==> src/rtl/ysyx_25040111_marbiter_pkg.sv <==
// Shared encodings for the memory arbiter: FSM states, error types (also used by
// the csr mcause mapping) and LSU size codes.
package ysyx_25040111_marbiter_pkg;

    typedef enum logic [1:0] {
        MARB_IDLE  = 2'd0,
        MARB_BUSY  = 2'd1,
        MARB_DRAIN = 2'd2
    } marb_state_e;

    typedef enum logic [3:0] {
        ERR_NONE    = 4'h0,
        ERR_BUS     = 4'h1,
        ERR_TIMEOUT = 4'h2
    } err_type_e;

    typedef enum logic [1:0] {
        MASK_BYTE = 2'd0,
        MASK_HALF = 2'd1,
        MASK_WORD = 2'd2
    } mask_size_e;

endpackage

==> src/rtl/ysyx_25040111_marbiter_rrpick.sv <==
// Combinational winner picker. Scans from the channel after `last`, wrapping
// around; with rr_en low the scan always starts at ch0 (fixed priority).
module ysyx_25040111_marbiter_rrpick #(
    parameter int NCH = 2
) (
    input  logic [NCH-1:0]         req,
    input  logic [$clog2(NCH)-1:0] last,
    input  logic                   rr_en,
    output logic [NCH-1:0]         grant,
    output logic [$clog2(NCH)-1:0] index,
    output logic                   any
);
    localparam int IW = $clog2(NCH);

    logic [IW-1:0] base;
    logic [IW-1:0] cand;

    // NOTE: every signal written here gets a default first, otherwise a path
    // that skips the assignment would infer a latch.
    always_comb begin
        base  = rr_en ? last : IW'(NCH - 1);
        grant = '0;
        index = '0;
        any   = 1'b0;
        cand  = '0;
        for (int k = 1; k <= NCH; k++) begin
            cand = IW'((int'(base) + k) % NCH);
            if (!any && req[cand]) begin
                any         = 1'b1;
                index       = cand;
                grant[cand] = 1'b1;
            end
        end
    end

endmodule

==> src/rtl/ysyx_25040111_marbiter.sv <==
// N-channel memory arbiter in front of the single LSU port: fixed/round-robin
// grant, burst beat counting, drain-safe flush and a per-beat timeout watchdog.
module ysyx_25040111_marbiter
    import ysyx_25040111_marbiter_pkg::*;
#(
    parameter int NCH  = 2,
    parameter int AW   = 32,
    parameter int DW   = 32,
    parameter int LENW = 8,
    parameter int RR   = 1,
    parameter int TMO  = 0
) (
    input  logic                   clock,
    input  logic                   reset,
    input  logic                   flush,
    input  logic [NCH-1:0]         req_valid,
    input  logic [NCH-1:0]         req_write,
    input  logic [NCH*AW-1:0]      req_addr,
    input  logic [NCH*DW-1:0]      req_wdata,
    input  logic [NCH*2-1:0]       req_mask,
    input  logic [NCH-1:0]         req_rsign,
    input  logic [NCH*LENW-1:0]    req_len,
    output logic [NCH-1:0]         rsp_valid,
    output logic [DW-1:0]          rsp_data,
    output logic                   rsp_last,
    output logic                   mem_valid,
    input  logic                   mem_ready,
    output logic                   mem_write,
    output logic [AW-1:0]          mem_addr,
    output logic [DW-1:0]          mem_wdata,
    output logic [1:0]             mem_mask,
    output logic                   mem_rsign,
    output logic [LENW-1:0]        mem_len,
    output logic                   mem_burst,
    input  logic [DW-1:0]          mem_rdata,
    input  logic                   mem_err,
    output logic                   err,
    output logic [3:0]             err_tp,
    output logic [$clog2(NCH)-1:0] err_ch
);
    localparam int IW = $clog2(NCH);
    localparam int TW = (TMO > 0) ? $clog2(TMO + 1) : 1;
    localparam logic [TW-1:0] TMO_LAST = TW'(TMO - 1);

    marb_state_e    state;
    logic [IW-1:0]  owner;
    logic [NCH-1:0] owner_oh;
    logic [IW-1:0]  last_ptr;
    logic [LENW:0]  beat_cnt;   // one extra bit so len = 2^LENW-1 cannot wrap
    logic [TW-1:0]  tmo_cnt;

    logic [NCH-1:0] pick_grant;
    logic [IW-1:0]  pick_idx;
    logic           pick_any;
    logic           pick_write;
    logic [LENW-1:0] pick_len;

    ysyx_25040111_marbiter_rrpick #(.NCH(NCH)) u_pick (
        .req   (req_valid),
        .last  (last_ptr),
        .rr_en (RR != 0),
        .grant (pick_grant),
        .index (pick_idx),
        .any   (pick_any)
    );

    assign pick_write = req_write[pick_idx];
    assign pick_len   = req_len[pick_idx*LENW +: LENW];

    // NOTE: sequential state uses non-blocking assignments so every register
    // samples pre-edge values regardless of statement order.
    always_ff @(posedge clock or posedge reset) begin
        if (reset) begin
            state     <= MARB_IDLE;
            owner     <= '0;
            owner_oh  <= '0;
            last_ptr  <= IW'(NCH - 1);
            beat_cnt  <= '0;
            tmo_cnt   <= '0;
            rsp_valid <= '0;
            rsp_data  <= '0;
            rsp_last  <= 1'b0;
            mem_valid <= 1'b0;
            mem_write <= 1'b0;
            mem_addr  <= '0;
            mem_wdata <= '0;
            mem_mask  <= '0;
            mem_rsign <= 1'b0;
            mem_len   <= '0;
            mem_burst <= 1'b0;
            err       <= 1'b0;
            err_tp    <= '0;
            err_ch    <= '0;
        end else begin
            rsp_valid <= '0;
            rsp_last  <= 1'b0;
            err       <= 1'b0;
            unique case (state)
                MARB_IDLE: begin
                    if (pick_any && !flush) begin
                        owner     <= pick_idx;
                        owner_oh  <= pick_grant;
                        last_ptr  <= pick_idx;
                        mem_write <= pick_write;
                        mem_addr  <= req_addr[pick_idx*AW +: AW];
                        mem_wdata <= req_wdata[pick_idx*DW +: DW];
                        mem_mask  <= req_mask[pick_idx*2 +: 2];
                        mem_rsign <= req_rsign[pick_idx];
                        mem_len   <= pick_write ? '0 : pick_len;
                        mem_burst <= !pick_write && (pick_len != '0);
                        mem_valid <= 1'b1;
                        beat_cnt  <= '0;
                        tmo_cnt   <= '0;
                        state     <= MARB_BUSY;
                    end
                end
                MARB_BUSY: begin
                    if (flush) begin
                        // A beat completing with the flush is already done on the LSU side.
                        if (mem_ready) begin
                            mem_valid <= 1'b0;
                            state     <= MARB_IDLE;
                        end else begin
                            state <= MARB_DRAIN;
                        end
                    end else if (mem_ready) begin
                        tmo_cnt   <= '0;
                        rsp_valid <= owner_oh;
                        rsp_data  <= mem_rdata;
                        beat_cnt  <= beat_cnt + 1'b1;
                        if (mem_err) begin
                            rsp_last  <= 1'b1;
                            err       <= 1'b1;
                            err_tp    <= ERR_BUS;
                            err_ch    <= owner;
                            mem_valid <= 1'b0;
                            state     <= MARB_IDLE;
                        end else if (beat_cnt == {1'b0, mem_len}) begin
                            rsp_last  <= 1'b1;
                            mem_valid <= 1'b0;
                            state     <= MARB_IDLE;
                        end
                    end else if (TMO != 0 && tmo_cnt == TMO_LAST) begin
                        rsp_valid <= owner_oh;
                        rsp_last  <= 1'b1;
                        err       <= 1'b1;
                        err_tp    <= ERR_TIMEOUT;
                        err_ch    <= owner;
                        mem_valid <= 1'b0;
                        state     <= MARB_IDLE;
                    end else begin
                        tmo_cnt <= tmo_cnt + 1'b1;
                    end
                end
                MARB_DRAIN: begin
                    if (mem_ready) begin
                        mem_valid <= 1'b0;
                        state     <= MARB_IDLE;
                    end
                end
                default: state <= MARB_IDLE;
            endcase
        end
    end

endmodule

==> config.mk <==
export PLATFORM = sky130hd
export DESIGN_NAME = ysyx_25040111_marbiter
export DESIGN_NICKNAME = d
export VERILOG_FILES = /design/src/rtl/ysyx_25040111_marbiter_pkg.sv /design/src/rtl/ysyx_25040111_marbiter_rrpick.sv /design/src/rtl/ysyx_25040111_marbiter.sv
export SDC_FILE = /design/constraint.sdc
export NUM_CORES = 1
export LEC_CHECK = 0
export CAP_MARGIN = 20
export CORE_UTILIZATION = 40
export DETAILED_ROUTE_END_ITERATION = 6
export DONT_BUFFER_PORTS = 1
export MAX_ROUTING_LAYER = met4
export PLACE_DENSITY = 0.66
export SYNTH_ARGS = -nofsm -noshare
export SYNTH_HDL_FRONTEND = slang
export SYNTH_SLANG_ARGS = --single-unit
==> constraint.sdc <==
create_clock -name clock -period 9.7 [get_ports clock]
set_clock_uncertainty 0.15 [all_clocks]
set_input_delay 0.485 -clock clock [delete_from_list [all_inputs] [get_ports clock]]
set_output_delay 0.485 -clock clock [all_outputs]
set_load 0.005 [all_outputs]
==> flow_summary.ini <==
[outcome]
status = complete, no violations

[timing]
fin_crit_sh_pct = 27.2
fmax_mhz = 379
fin_tns_setup_ns = 0
finalWorstSetupSlack_ns = 7.06
post-route-min-period_ns = 2.64
grt_setup_unrepaired = false
slew_headroom_pct = 40.6
slew_viol_final = 0
worstMarginPinSlew_ns = 0.891
hold_slack_ns = 0.0325
finalSetupViolCount = 0
hold_viol = 0

[floorplan]
die_y_um = 124
rows = 44
start_util_pct = 41.1
core_area_um2 = 14600
io_pins = 310
die_x_um = 124
die_area_um2 = 15500

[clock_tree]
clockRootBuffer = clkbuf_16
clk_pin_slew_worst_paths_ns = 0.06
cts_tree = built
htreeDepth = 4
insertion_delay_ns = 0.41
clk_path_buf_depth = 2
cts.sinks = 131
numCtsBuffers = 17

[routing]
drc = 0
dr.pass1.iters = 5
wirelength_mm = 14.3
via_count = 4172
first_iter_violations = 150
dr_wl_met3_mm = 1.11
wl_met2_mm = 7.20
ant_nets = 0
via_per_inst = 5.29
top_layer = met4
wl_met1_mm = 5.61
wl_per_cell_um = 18.1

[global_routing]
grt-ovfl-total = 0
grt_pass1_vias = 4292
grt_max_degree = 99
grt_pass1_wl_mm = 22.8
grt_antenna_before_repair = 0
grtUsageTotal_pct = 19.6

[final_layout]
multi_input_area_um2 = 2510
postLayoutCoreUtil_pct = 45.9
drive_gt1_share_pct = 7.77
fillers = 1358
regArea_um2 = 3280
n_antenna_cell = 0
area_growth_pct = 11.6
layout.nets = 790

[hold_path]
hold_path_class = in -> reg

[placement]
dpl.hpwl_mm = 10.4
pre_cts_ws_ns = 6.95
portBuffers = 0
place.gp.congestion = 0.877

[yosys]
synth_cells = 607
synth_edf_count = 0
postSynth.asyncResetShare_pct = 100
ys_seq_area_share_pct = 54.7
yosys_warnings = 0
ys_seq_elements = 131
avgSynthCellArea_um2 = 9.88
synthFlopType = dfrtp_1
syn_area_um2 = 6000
synth.distinct_cells = 35

[setup_path]
worst-path-max-fanout = 41
critPathCaptureType = flip-flop
worstSetupPathType = reg -> reg
crit_required_ns = 9.82
arrival_ns = 2.76
setup.worst_path.start_class = flip-flop

[pwr]
leakagePower_nw = 3.37
ir_drop_uv = 121
power.density_nw_per_um2 = 311

[flow_run]
max-cap-violations = 0
per-stage QoR:
step	instances	power [mW]	area, µm²
after floorplan	609	1.33	6010
after global placement	757	1.43	6080
after detailed placement	757	1.47	6080
after CTS	788	2.10	6670
after global routing	789	2.23	6700
final	789	2.08	6700
logic make-up (layout without fill, tap and decap cells):
group	after synthesis	count (layout)	synth area share [%]
mux	79	79	13.2
other cells	1	3	0.0625
fa+ha+maj	5	5	1.04
simple gates	230	230	15.7
xor+xnor	14	14	2.04
flops	131	131	54.7
compound gates	99	99	9.24
buf+inv	48	44	4.02
flip-flops by register name (all words and copies together) (netlist names):
| register | count |
|---|---|
| owner_oh | 2 |
| mem_len | 8 |
| last_ptr | 1 |
| mem_write | 1 |
| owner | 1 |
| mem_addr | 32 |
| err_tp | 1 |
| state | 2 |
| mem_valid | 1 |
| rsp_valid | 2 |
| beat_cnt | 9 |
| mem_burst | 1 |
| mem_wdata | 32 |
| rsp_data | 32 |
| mem_mask | 2 |
| err_ch | 1 |
| err | 1 |
| rsp_last | 1 |
| mem_rsign | 1 |
layer usage:
layer | up-vias | track usage [%]
met1 | 1943 | 21.4
met2 | 212 | 31.6
met5 | - | -
met4 | 0 | 9.00
met3 | 25 | 7.22
li1 | 1992 | -
layout make-up:
type | instances | area share [%]
Clock buffer | 21 | 7.03
Tap cell | 184 | 3.44
Inverter | 8 | 0.523
Multi-Input combinational cell | 430 | 37.4
Timing Repair Buffer | 6 | 1.01
Clock inverter | 9 | 1.59
Sequential cell | 131 | 49.0
cell usage after synthesis (2+ instances only):
cell type	n	area [µm²]
mux2i_1	77	771
mux2_2	2	22.5
nand4_1	6	37.5
o21ai_0	84	420
nand3_1	6	30.0
and3_1	3	18.8
ha_1	5	62.6
and2_1	5	31.3
nand2_1	186	698
a21oi_1	6	30.0
xor2_1	14	123
inv_1	8	30.0
buf_4	8	60.1
nor2_1	12	45.0
buf_2	19	95.1
o31ai_1	2	15.0
clkbuf_1	12	45.0
nor4_1	4	25.0
dfrtp_1	130	3250
nor3_1	3	15.0
worst max-delay path, cell delays in order (launching register included):
cell and delay, ns:
dfstp_2 0.53, nand2_1 0.09, nand2_4 0.48, buf_4 0.66, nand2_1 0.12, nand4_1 0.28, o21ai_0 0.17
timing repair:
item                                   4_1_cts  5_1_grt
endpoints found under the hold margin       60        0
setup endpoints to repair                    0        0
hold buffers                                 1        0
resized for setup                            0        0
buffers inserted                             0        0
layout by cell type, fill, tap and decap left out, drive strengths merged, types with 2 or more instances in the layout:
| master | count |
|---|---|
| buf | 5 |
| clkinvlp | 3 |
| and3 | 3 |
| nor4 | 5 |
| a21oi | 6 |
| and2 | 6 |
| ha | 5 |
| inv | 8 |
| nand3 | 6 |
| nor3 | 3 |
| o21ai | 85 |
| mux2i | 77 |
| bufinv | 2 |
| xor2 | 14 |
| mux2 | 2 |
| dfrtp | 130 |
| nand4 | 6 |
| conb | 3 |
| o31ai | 2 |
| nor2 | 12 |
| clkinv | 4 |
| nand2 | 186 |
| clkbuf | 21 |
report_power, final:
part	total (mW)	switching, mW	internal, mW
sequential	0.996	0.214	0.782
combinational	0.462	0.281	0.181
clock	0.624	0.229	0.394
worst paths after layout:
kind	from	to	slack (ns)	cells past startpoint
worst max-delay path	last_ptr	mem_len[5]	7.06	6
worst min-delay path	mem_rdata[20]	rsp_data[20]	0.03	2
worst min register to register	last_ptr	last_ptr	0.33	2
min in group asynchronous	reset	mem_wdata[2]	0.48	2
max in group asynchronous	reset	rsp_data[29]	7.60	3
worst max register to register	last_ptr	mem_len[5]	7.06	6
Power figures use the tool's default switching activity.
